===== config.mk =====
export PLATFORM = sky130hd
export DESIGN_NAME = jtmx5k_sdram_arb_flat
export DESIGN_NICKNAME = d
export VERILOG_FILES = /design/src/rtl/jtmx5k_arb_pkg.sv /design/src/rtl/jtmx5k_sdram_arb_if.sv /design/src/rtl/jtmx5k_arb_cache.sv /design/src/rtl/jtmx5k_sdram_arb.sv /design/src/flat_wrapper.sv
export SDC_FILE = /design/constraint.sdc
export NUM_CORES = 1
export LEC_CHECK = 0
export ABC_AREA = 1
export CELL_PAD_IN_SITES_DETAIL_PLACEMENT = 0
export CELL_PAD_IN_SITES_GLOBAL_PLACEMENT = 1
export CORE_MARGIN = 10
export CORE_UTILIZATION = 35
export CTS_BUF_LIST = sky130_fd_sc_hd__clkbuf_16
export DETAILED_ROUTE_END_ITERATION = 7
export PLACE_DENSITY_LB_ADDON = 0.1
export REMOVE_ABC_BUFFERS = 1
export SYNTH_ARGS = -nofsm -noshare
export SYNTH_HDL_FRONTEND = slang
export SYNTH_SLANG_ARGS = --single-unit

===== constraint.sdc =====
create_clock -name clk -period 10.01 [get_ports clk]
set_input_delay 1.5015 -clock clk [delete_from_list [all_inputs] [get_ports clk]]
set_output_delay 1.5015 -clock clk [all_outputs]
set_load 0.05 [all_outputs]

===== src/rtl/jtmx5k_arb_pkg.sv =====
// Shared types and constants for the mx5k SDRAM read arbiter.
// rr_pick returns {found, slot} for the first pending slot after 'last'.
package jtmx5k_arb_pkg;

  typedef enum logic [1:0] {
    IDLE,
    REQ,
    WAIT
  } state_t;

  localparam int N_SLOTS = 4;

  localparam logic [1:0] MAIN = 2'd0;
  localparam logic [1:0] GFX1 = 2'd1;
  localparam logic [1:0] PCM  = 2'd2;
  localparam logic [1:0] SND  = 2'd3;

  // Scanning from the farthest candidate down lets the closest one win.
  function automatic logic [2:0] rr_pick(input logic [3:0] pend, input logic [1:0] last);
    logic [2:0] r;
    logic [1:0] idx;
    r = 3'b000;
    for (int k = N_SLOTS; k >= 1; k--) begin
      idx = last + 2'(k);
      if (pend[idx]) r = {1'b1, idx};
    end
    return r;
  endfunction

endpackage


===== src/rtl/jtmx5k_sdram_arb_if.sv =====
// ROM-slot and SDRAM read-port signals of the arbiter, bundled as one bus.
// The arbiter takes the slave view; the clients/controller side uses master.
interface jtmx5k_sdram_arb_if #(
  parameter int SLOT_AW  = 18,
  parameter int SDRAM_AW = 22
);
  logic [3:0]           slot_cs;
  logic [4*SLOT_AW-1:0] slot_addr;
  logic [3:0]           slot_ok;
  logic [63:0]          slot_dout;
  logic                 sdram_req;
  logic [SDRAM_AW-1:0]  sdram_addr;
  logic                 sdram_ack;
  logic                 data_rdy;
  logic [15:0]          data_read;
  logic                 busy;

  modport slave (
    input  slot_cs, slot_addr, sdram_ack, data_rdy, data_read,
    output slot_ok, slot_dout, sdram_req, sdram_addr, busy
  );

  modport master (
    output slot_cs, slot_addr, sdram_ack, data_rdy, data_read,
    input  slot_ok, slot_dout, sdram_req, sdram_addr, busy
  );
endinterface


===== src/rtl/jtmx5k_arb_cache.sv =====
// One-word cache for a single ROM slot: word-address mapping, hit compare
// and byte lane selection for 8-bit slots.
module jtmx5k_arb_cache #(
  parameter int                  SLOT_AW  = 18,
  parameter int                  SDRAM_AW = 22,
  parameter logic [SDRAM_AW-1:0] OFFSET   = '0,
  parameter logic                IS8      = 1'b0
) (
  input  logic                clk,
  input  logic                rst,
  input  logic                flush,
  input  logic                cs,
  input  logic [SLOT_AW-1:0]  addr,
  input  logic                fill,
  input  logic [SDRAM_AW-1:0] fill_addr,
  input  logic [15:0]         fill_data,
  output logic [SDRAM_AW-1:0] waddr,
  output logic                ok,
  output logic [15:0]         dout
);
  logic                valid_reg;
  logic [SDRAM_AW-1:0] tag_reg;
  logic [15:0]         data_reg;
  logic [SDRAM_AW-1:0] addr_ext;

  always_ff @(posedge clk or posedge rst) begin
    if (rst) begin
      valid_reg <= 1'b0;
      tag_reg   <= '0;
      data_reg  <= '0;
    end else if (flush) begin
      valid_reg <= 1'b0;
    end else if (fill) begin
      valid_reg <= 1'b1;
      tag_reg   <= fill_addr;
      data_reg  <= fill_data;
    end
  end

  // Address arithmetic wraps at the SDRAM width on purpose.
  assign addr_ext = SDRAM_AW'(addr);
  assign waddr    = OFFSET + (IS8 ? (addr_ext >> 1) : addr_ext);
  assign ok       = cs & valid_reg & (tag_reg == waddr);
  assign dout     = IS8 ? {8'h00, (addr[0] ? data_reg[15:8] : data_reg[7:0])} : data_reg;

endmodule


===== src/rtl/jtmx5k_sdram_arb.sv =====
// Four-slot ROM read arbiter: per-slot one-word caches, round-robin miss
// service with a single SDRAM read in flight, flushed during ROM download.
module jtmx5k_sdram_arb
  import jtmx5k_arb_pkg::*;
#(
  parameter int                  SLOT_AW  = 18,
  parameter int                  SDRAM_AW = 22,
  parameter logic [3:0]          DW8      = 4'b1101,
  parameter logic [SDRAM_AW-1:0] OFFSET0  = '0,
  parameter logic [SDRAM_AW-1:0] OFFSET1  = '0,
  parameter logic [SDRAM_AW-1:0] OFFSET2  = '0,
  parameter logic [SDRAM_AW-1:0] OFFSET3  = '0
) (
  input logic               clk,
  input logic               rst,
  input logic               downloading,
  jtmx5k_sdram_arb_if.slave bus
);
  state_t              state_reg;
  logic [1:0]          gnt_slot_reg;
  logic [1:0]          last_grant_reg;
  logic [SDRAM_AW-1:0] gnt_addr_reg;
  logic                req_reg;

  logic [SDRAM_AW-1:0] waddr_w [N_SLOTS];
  logic [15:0]         dout_w  [N_SLOTS];
  logic                hit_w   [N_SLOTS];
  logic                fill_w  [N_SLOTS];

  logic [3:0]  hit;
  logic [3:0]  pend;
  logic [63:0] dout_all;
  logic [2:0]  pick;

  genvar gi;
  generate
    for (gi = 0; gi < N_SLOTS; gi++) begin : g_slot
      localparam logic [SDRAM_AW-1:0] OFF = (gi == 0) ? OFFSET0 :
                                            (gi == 1) ? OFFSET1 :
                                            (gi == 2) ? OFFSET2 : OFFSET3;

      assign fill_w[gi] = (state_reg == WAIT) && bus.data_rdy && (gnt_slot_reg == 2'(gi));

      jtmx5k_arb_cache #(
        .SLOT_AW (SLOT_AW),
        .SDRAM_AW(SDRAM_AW),
        .OFFSET  (OFF),
        .IS8     (DW8[gi])
      ) u_cache (
        .clk      (clk),
        .rst      (rst),
        .flush    (downloading),
        .cs       (bus.slot_cs[gi]),
        .addr     (bus.slot_addr[gi*SLOT_AW +: SLOT_AW]),
        .fill     (fill_w[gi]),
        .fill_addr(gnt_addr_reg),
        .fill_data(bus.data_read),
        .waddr    (waddr_w[gi]),
        .ok       (hit_w[gi]),
        .dout     (dout_w[gi])
      );
    end
  endgenerate

  always_comb begin
    hit      = '0;
    dout_all = '0;
    for (int k = 0; k < N_SLOTS; k++) begin
      hit[k]            = hit_w[k];
      dout_all[k*16 +: 16] = dout_w[k];
    end
    pend = bus.slot_cs & ~hit;
    pick = rr_pick(pend, last_grant_reg);
  end

  // Download wins over everything so a stale fill can never land in a cache.
  always_ff @(posedge clk or posedge rst) begin
    if (rst) begin
      state_reg      <= IDLE;
      gnt_slot_reg   <= '0;
      last_grant_reg <= SND;
      gnt_addr_reg   <= '0;
      req_reg        <= 1'b0;
    end else if (downloading) begin
      state_reg <= IDLE;
      req_reg   <= 1'b0;
    end else begin
      case (state_reg)
        IDLE: begin
          if (pick[2]) begin
            gnt_slot_reg <= pick[1:0];
            gnt_addr_reg <= waddr_w[pick[1:0]];
            req_reg      <= 1'b1;
            state_reg    <= REQ;
          end
        end
        REQ: begin
          if (bus.sdram_ack) begin
            req_reg   <= 1'b0;
            state_reg <= WAIT;
          end
        end
        WAIT: begin
          if (bus.data_rdy) begin
            last_grant_reg <= gnt_slot_reg;
            state_reg      <= IDLE;
          end
        end
        default: begin
          req_reg   <= 1'b0;
          state_reg <= IDLE;
        end
      endcase
    end
  end

  assign bus.slot_ok    = hit;
  assign bus.slot_dout  = dout_all;
  assign bus.sdram_req  = req_reg;
  assign bus.sdram_addr = gnt_addr_reg;
  assign bus.busy       = (state_reg != IDLE) | (|pend);

endmodule

===== src/flat_wrapper.sv =====
// flat-port wrapper written by rule: the top's interface ports become plain ports
module jtmx5k_sdram_arb_flat import jtmx5k_arb_pkg::*;
#(
  parameter int                  SLOT_AW  = 18,
  parameter int                  SDRAM_AW = 22,
  parameter logic [3:0]          DW8      = 4'b1101,
  parameter logic [SDRAM_AW-1:0] OFFSET0  = '0,
  parameter logic [SDRAM_AW-1:0] OFFSET1  = '0,
  parameter logic [SDRAM_AW-1:0] OFFSET2  = '0,
  parameter logic [SDRAM_AW-1:0] OFFSET3  = '0
)
  (clk, rst, downloading, bus_slot_cs, bus_slot_addr, bus_sdram_ack, bus_data_rdy, bus_data_read, bus_slot_ok, bus_slot_dout, bus_sdram_req, bus_sdram_addr, bus_busy);
  jtmx5k_sdram_arb_if #(.SLOT_AW(SLOT_AW), .SDRAM_AW(SDRAM_AW)) bus_i ();
  input logic clk;
  input logic rst;
  input logic downloading;
  input wire logic [$bits(bus_i.slot_cs)-1:0] bus_slot_cs;
  input wire logic [$bits(bus_i.slot_addr)-1:0] bus_slot_addr;
  input wire logic [$bits(bus_i.sdram_ack)-1:0] bus_sdram_ack;
  input wire logic [$bits(bus_i.data_rdy)-1:0] bus_data_rdy;
  input wire logic [$bits(bus_i.data_read)-1:0] bus_data_read;
  output wire logic [$bits(bus_i.slot_ok)-1:0] bus_slot_ok;
  output wire logic [$bits(bus_i.slot_dout)-1:0] bus_slot_dout;
  output wire logic [$bits(bus_i.sdram_req)-1:0] bus_sdram_req;
  output wire logic [$bits(bus_i.sdram_addr)-1:0] bus_sdram_addr;
  output wire logic [$bits(bus_i.busy)-1:0] bus_busy;
  assign bus_i.slot_cs = bus_slot_cs;
  assign bus_i.slot_addr = bus_slot_addr;
  assign bus_i.sdram_ack = bus_sdram_ack;
  assign bus_i.data_rdy = bus_data_rdy;
  assign bus_i.data_read = bus_data_read;
  assign bus_slot_ok = bus_i.slot_ok;
  assign bus_slot_dout = bus_i.slot_dout;
  assign bus_sdram_req = bus_i.sdram_req;
  assign bus_sdram_addr = bus_i.sdram_addr;
  assign bus_busy = bus_i.busy;
  jtmx5k_sdram_arb #(.SLOT_AW(SLOT_AW), .SDRAM_AW(SDRAM_AW), .DW8(DW8), .OFFSET0(OFFSET0), .OFFSET1(OFFSET1), .OFFSET2(OFFSET2), .OFFSET3(OFFSET3)) u_core (.clk(clk), .rst(rst), .downloading(downloading), .bus(bus_i));
endmodule

==> results of run 1 <==
==> power breakdown <==
part / leakage [nW] / switching (W) / internal, W / total (W)
Combinational: 3.09 / 0.00121 / 0.000548 / 0.00176
Clock: 0.284 / 0.000330 / 0.000334 / 0.000664
Sequential: 2.21 / 0.000156 / 0.000903 / 0.00106
==> layout make-up <==
class / instances / share of cell area
Clock inverter: 15 / 0.01441
Sequential cell: 165 / 0.3632
Clock buffer: 17 / 0.03740
Tap cell: 330 / 0.03630
Antenna cell: 2 / 0.0004400
Inverter: 166 / 0.05522
Multi-Input combinational cell: 854 / 0.3476
Timing Repair Buffer: 167 / 0.1454
==> Yosys cell counts, drive strengths merged (2+ instances only) <==
| cell type | instances |
|---|---|
| a2111oi | 2 |
| buf | 46 |
| clkbuf | 33 |
| dfrtp | 163 |
| dfstp | 2 |
| inv | 166 |
| mux2 | 24 |
| nand2 | 445 |
| nand3 | 103 |
| nand3b | 2 |
| nand4 | 10 |
| nor2 | 51 |
| nor3 | 6 |
| nor3b | 3 |
| nor4 | 5 |
| o21ai | 146 |
| or2 | 5 |
| xnor2 | 16 |
| xor2 | 4 |
==> per-stage QoR <==
step | instances | util | hold slack (ns)
2_1_floorplan | 1185 | - | 0.4444
3_3_place_gp | 1682 | 0.4257 | 0.4617
3_5_place_dp | 1682 | 0.4257 | 0.4694
4_1_cts | 1714 | 0.4489 | 0.4880
5_1_grt | 1714 | 0.4489 | 0.5028
6_report | 1716 | 0.4491 | 0.4833
==> kinds of logic (layout without fill, tap and decap cells) <==
logic type	Yosys count	after routing	synth area share
other	1	30	0.0004148
DFF	165	165	0.4570
and+or+nand+nor	631	631	0.2893
buffers and inverters	245	365	0.1190
xor gates and xnor gates	20	20	0.01938
AOI/OAI and AO/OA	151	151	0.08498
muxes	24	24	0.02990
==> path summary, 6_finish.rpt <==
path	to	cells past startpoint	slack, ns
worst min register to register	u_core.g_slot[3].u_cache.data_reg[1]	2	0.48
max in group asynchronous	u_core.g_slot[2].u_cache.tag_reg[8]	3	6.84
min in group asynchronous	u_core.bus.sdram_addr[9]	2	1.66
worst min-delay path	u_core.g_slot[3].u_cache.data_reg[1]	2	0.48
worst max-delay path	bus_busy	10	4.20
worst max register to register	u_core.bus.sdram_addr[0]	13	6.56
==> routing by layer <==
metal	share of wire	vias up	GRT usage
li1	-	4070	-
met3	0.069	24	0.05694
met5	0.00042	-	0
met2	0.48	204	0.3160
met4	0.011	2	0.03576
met1	0.44	3746	0.2328
==> worst reg2reg max path: stages (launching register included) <==
cell and delay (ns):
dfrtp_1 0.39, xnor2_1 0.40, nand3_1 0.24, nor2_1 0.14, nand3_1 0.15, nand2_1 0.11, nand2_1 0.06, a221oi_1 0.41
nor2_1 0.08, buf_4 0.26, inv_1 0.76, nor2_1 0.12, nand3_1 0.12, nand3_1 0.07
==> results by group, run 1 <==
GRT
  • First-pass GRT wire length: 47950 microns
  • Gr usage total: 0.1876
  • Initial antenna violation count: 2
  • Largest net degree at the start of global routing: 102
  • Vias in the first global route: 8187
  • Gr ovfl total: 0

Setup path
  • CP top delay family: buffers and inverters
  • Cell repeated most along the worst path: nand2_1
  • Worst path arrival time: 4.31 ns
  • Req. time, crit path: 8.51 ns
  • CP startpoint: bus_slot_addr[46]
  • Slowest stage cell, crit path: clkdlybuf4s50_1
  • Setup CP Type: input port to primary output
  • Setup crit end kind: primary output
  • Crit path cell chain: clkdlybuf4s50_1, xnor2_1, nand3_1, nor2_1, nand3_1, nand2_1, nand2_1, a221oi_1, nand2_1, clkdlybuf4s50_1
  • Max stage delay on crit path: 0.72 ns
  • Worst flop-to-flop path startpoint: u_core.g_slot[2].u_cache.tag_reg[9]
  • Buf+Inv Stages, Crit Path: 2
  • Crit path max fanout: 3
  • CP Launch Type: input port

Detailed routing
  • Vias per cell: 4.689
  • Final wirelength: 31040 microns
  • Initial DRC count: 663
  • DRC: 0
  • DR WL/cell: 18.09 microns
  • Drt pass-1 iters: 5
  • Routed via count: 8046
  • Antenna-violating nets left: 0

Yosys
  • Main area contributors after synthesis: dfrtp_1 45%, nand2_1 18%, o21ai_0 8.0%
  • Sequential share of the synthesized area: 0.4570
  • Synth Cell Area: 0.009040 sq mm
  • Synthesized flop and latch total: 165
  • Area leader, netlist: dfrtp_1
  • Mapped Cells: 1237
  • Post-synth EDFFs: 0
  • Synthesis Warnings: 0
  • Share of the synthesized area in the top cell type: 0.4512
  • Netlist cell types: 32
  • Syn avg cell area: 7.308 sq um
  • Post-synth ARST share: 1.000
  • Most used DFF post-synth: dfrtp_1

Clock tree
  • CTS sink cnt: 165
  • Root Driver: clkbuf_16
  • Postcts setup bufs: 0
  • Cts bufs inserted: 17
  • CTS hold repair buffers: 0
  • Worst skew pair latency: 0.44 ns
  • CTS HTree Levels: 4
  • CTS tree: built
  • Clock Pin Slew Worst Setup and Hold Paths: 0.08 ns
  • Max clock buf depth: 2
  • Post-cts resize count: 0

Floorplan
  • Die area: 0.03266 sq mm
  • Chip Height: 180.7 microns
  • Core Footprint: 0.02533 sq mm
  • Row cnt: 58
  • Die width: 180.7 microns
  • I/O Pins: 189
  • Initial core utilization: 0.3569

Final layout
  • Reg area: 0.004131 sq mm
  • FILL cells: 2670
  • Largest register FFs: 72
  • Commonest non-fill, non-tap cell in the layout: nand2_1
  • Area of the multi-input gates: 0.003954 sq mm
  • Share of cells above drive strength 1: 0.05997
  • Most frequent cells in the layout: 438 x nand2_1, 163 x dfrtp_1, 162 x inv_1
  • Design area: 0.01137 sq mm
  • Nets@finish: 1468
  • Syn-to-layout area delta: 25.83%

Timing
  • Setup ws final: 4.197 ns
  • Final setup skew: 0.01246 ns
  • F_max: 172.0 MHz
  • Count of pins over their slew limit: 0
  • Max transition margin: 0.2908
  • RSZ-0062 raised after global routing: false
  • Tcrit/Tclk final: 0.5807
  • Fin Setup TNS: 0 ns
  • Final setup fails: 0
  • Post-route minimum period: 5.813 ns
  • Final hold violations: 0
  • Slew @ Worst Pin: 1.056 ns

Power and ir drop
  • Worst ir drop on vdd: 0.1778 mV
  • Total power: 0.003479 W
  • Leak pwr: 5.581 nW
  • PwrDens: 305.9 mW/mm^2

Flow run
  • Max-cap violations: 0

Place
  • Final HPWL DP: 22350 microns
  • Port bufs: 160
  • Placed cell areas: 0.01078 sq mm
  • Gpl congestion: 0.8671
  • Pre-CTS setup slack: 4.209 ns

Run status
  • Status: complete, no violations

Hold path
  • Hold_sp: u_core.g_slot[3].u_cache.data_reg[1]
  • Worst hold path class: flop to flop
(Power assumes the default switching activity.)
==> inputs of run 2 (changes only) <==
CORE_UTILIZATION = 34   (was 35)
clock period = 4.8 ns   (was 10.01 ns; I/O delays follow)
==> results by group, run 2 (synthesis gave the netlist of run 1 again) <==
Clock tree
  • CTS tree: built (unchanged)
  • Root Driver: clkbuf_16 (unchanged)
  • Postcts setup bufs: 0 (unchanged)
  • Cts bufs inserted: 17 (unchanged)
  • Worst skew pair latency: 0.44 ns (about the same)
  • CTS hold repair buffers: 0 (unchanged)
  • CTS sink cnt: 165 (unchanged)
  • Clock Pin Slew Worst Setup and Hold Paths: 0.07 ns (was 0.08 ns)
  • Post-cts resize count: 0 (unchanged)
  • Max clock buf depth: 2 (unchanged)
  • CTS HTree Levels: 4 (unchanged)

GRT
  • M3 GR Usage: 0.05257 (was 0.05694)
  • Vias in the first global route: 8050 (was 8187)
  • Grt met2 use: 0.3122 (was 0.3160)
  • Gr ovfl total: 0 (unchanged)
  • Largest net degree at the start of global routing: 80 (was 102)
  • Gr usage total: 0.1866 (was 0.1876)
  • Initial antenna violation count: 2 (unchanged)
  • GRT Max-Usage Layer: met2 (unchanged)
  • First-pass GRT wire length: 47870 microns (was 47950 microns)
  • Grt met1 use: 0.2331 (was 0.2328)

Power and ir drop
  • Leak pwr: 5.605 nW (was 5.581 nW)
  • Sequential Power Share: 0.303 (was 0.305)
  • Worst ir drop on vdd: 0.3731 mV (was 0.1778 mV)
  • Psw: 0.003503 W (was 0.001694 W)
  • Clock power share: 0.194 (was 0.191)
  • Internal power: 0.003783 W (was 0.001785 W)
  • Sw Ratio: 0.4808 (was 0.4868)
  • PwrDens: 637.6 mW/mm^2 (was 305.9 mW/mm^2)
  • Total power: 0.007286 W (was 0.003479 W)
  • Combinational share of power: 0.503 (was 0.505)

Place
  • Gpl congestion: 0.8499 (was 0.8671)
  • Final HPWL DP: 22690 microns (was 22350 microns)
  • Placed cell areas: 0.01083 sq mm (was 0.01078 sq mm)
  • Port bufs: 160 (unchanged)

Timing
  • Max transition margin: 0.3366 (was 0.2908)
  • Final hold violations: 0 (unchanged)
  • F_max: 240.9 MHz
  • RSZ-0062 raised after global routing: false (unchanged)
  • Tcrit/Tclk final: 0.8648
  • Final setup skew: 0.01201 ns (was 0.01246 ns)
  • Count of pins over their slew limit: 0 (unchanged)
  • Post-route minimum period: 4.151 ns
  • Final setup fails: 0 (unchanged)
  • Fin Setup TNS: 0 ns (unchanged)
  • Slew @ Worst Pin: 0.9875 ns (was 1.056 ns)

Detailed routing
  • Vias per cell: 4.632 (was 4.689)
  • Drt pass-1 iters: 5 (unchanged)
  • DR WL/cell: 18.07 microns (was 18.09 microns)
  • DRC: 0 (unchanged)
  • Antenna-violating nets left: 0 (unchanged)
  • Final wirelength: 31190 microns (was 31040 microns)
  • Initial DRC count: 617 (was 663)
  • Routed via count: 7995 (was 8046)

Floorplan
  • Row cnt: 59 (was 58)
  • Core Footprint: 0.02613 sq mm (was 0.02533 sq mm)
  • I/O Pins: 189 (unchanged)
  • Die area: 0.03351 sq mm (was 0.03266 sq mm)
  • Die width: 183.1 microns (was 180.7 microns)
  • Chip Height: 183.1 microns (was 180.7 microns)
  • Initial core utilization: 0.3459 (was 0.3569)

Flow run
  • Max-cap violations: 0 (unchanged)

Final layout
  • Post-layout utilization of the core: 0.4373 (was 0.4491)
  • Area of the multi-input gates: 0.003954 sq mm (unchanged)
  • Largest register FFs: 72 (unchanged)
  • Reg area: 0.004131 sq mm (unchanged)
  • Most frequent cells in the layout: 438 x nand2_1, 163 x dfrtp_1, 162 x inv_1 (unchanged)
  • FILL cells: 2798 (was 2670)
  • Share of cells above drive strength 1: 0.06403 (was 0.05997)
  • Design area: 0.01143 sq mm (was 0.01137 sq mm)
  • Commonest non-fill, non-tap cell in the layout: nand2_1 (unchanged)
  • Nets@finish: 1474 (was 1468)
  • Syn-to-layout area delta: 26.41% (was 25.83%)

Setup path
  • Register-to-Register Setup Slack: 1.60 ns (was 6.56 ns)
  • Setup crit end kind: primary output (unchanged)
  • Worst flop-to-flop path startpoint: u_core.g_slot[2].u_cache.tag_reg[9] (unchanged)
  • Worst path arrival time: 3.43 ns (was 4.31 ns)
  • CP Launch Type: input port (unchanged)
  • Req. time, crit path: 4.08 ns (was 8.51 ns)
  • Reg2reg path depth: 16 (was 13)
  • Max stage delay on crit path: 0.92 ns (was 0.72 ns)
  • Setup CP Type: input port to primary output (unchanged)
  • Crit path cell chain: clkdlybuf4s50_1, o21ai_0, a2111oi_0, nand2_1, nor4_1, clkdlybuf4s50_1 (was clkdlybuf4s50_1, xnor2_1, nand3_1, nor2_1, nand3_1, nand2_1, nand2_1, a221oi_1, nand2_1, clkdlybuf4s50_1)
  • Cell repeated most along the worst path: clkdlybuf4s50_1 (was nand2_1)
  • Worst r2r dst: u_core.bus.sdram_addr[9] (was u_core.bus.sdram_addr[0])
  • Crit path max fanout: 4 (was 3)
  • Slowest stage cell, crit path: clkdlybuf4s50_1 (unchanged)

Hold path
  • Worst hold path class: flop to flop (unchanged)
  • Hold_sp: u_core.g_slot[0].u_cache.data_reg[14] (was u_core.g_slot[3].u_cache.data_reg[1])
  • Hold depth: 2 (unchanged)
  • Worst hold endpoint: u_core.g_slot[0].u_cache.data_reg[14] (was u_core.g_slot[3].u_cache.data_reg[1])

Run status
  • Status: complete, no violations (unchanged)
## run 2: layer usage
| metal | wire (microns) | vias up | share of wire |
|---|---|---|---|
| li1 | - | 4086 | - |
| met1 | 13860 | 3684 | 0.44 |
| met2 | 14820 | 201 | 0.48 |
| met3 | 2066 | 24 | 0.066 |
| met4 | 449 | 0 | 0.014 |
| met5 | 0 | - | 0 |
## run 2: area by class of cell
type                            instances  share of cell area
Multi-Input combinational cell        854              0.3460
Inverter                              166             0.05497
Tap cell                              335             0.03668
Clock buffer                           17             0.03723
Antenna cell                            1           0.0002190
Timing Repair Buffer                  173              0.1487
Sequential cell                       165              0.3615
Clock inverter                         15             0.01467
## run 2: stage by stage
step | instances | setup slack [ns] | hold slack, ns
after CTS | 1725 | 0.6207 | 0.4865
after detailed placement | 1693 | 0.6211 | 0.4684
after global placement | 1693 | 0.5318 | 0.4603
after global routing | 1725 | 0.4448 | 0.5005
final | 1726 | 0.6489 | 0.4834
after floorplan | 1185 | -0.3784 | 0.4444
## run 2: worst max path at each step
| stage | startpoint | endpoint | slack, ns |
|---|---|---|---|
| floorplan | rst | u_core.bus.sdram_addr[0] | -0.38 |
| finish | bus_slot_addr[18] | bus_slot_ok[1] | 0.65 |
| global placement | bus_slot_addr[18] | bus_slot_ok[1] | 0.53 |
| global route | bus_slot_addr[18] | bus_slot_ok[1] | 0.44 |
| detailed placement | bus_slot_addr[18] | bus_slot_ok[1] | 0.62 |
| CTS | bus_slot_addr[18] | bus_slot_ok[1] | 0.62 |
## run 2: power groups by stage
stage / clock network (W) / registers, W / logic (W)
detailed placement: 0 / 0.00223 / 0.00371
floorplan: 0 / 0.00259 / 0.00202
global placement: 0 / 0.00222 / 0.00370
global route: 0.00150 / 0.00228 / 0.00405
CTS: 0.00144 / 0.00221 / 0.00372
finish: 0.00141 / 0.00221 / 0.00366
## run 2: critical path, delay by kind of cell
kind / cells / cell delay, ns
compound gates: 2 / 0.67
buf+inv: 2 / 1.49
simple gates: 2 / 0.56
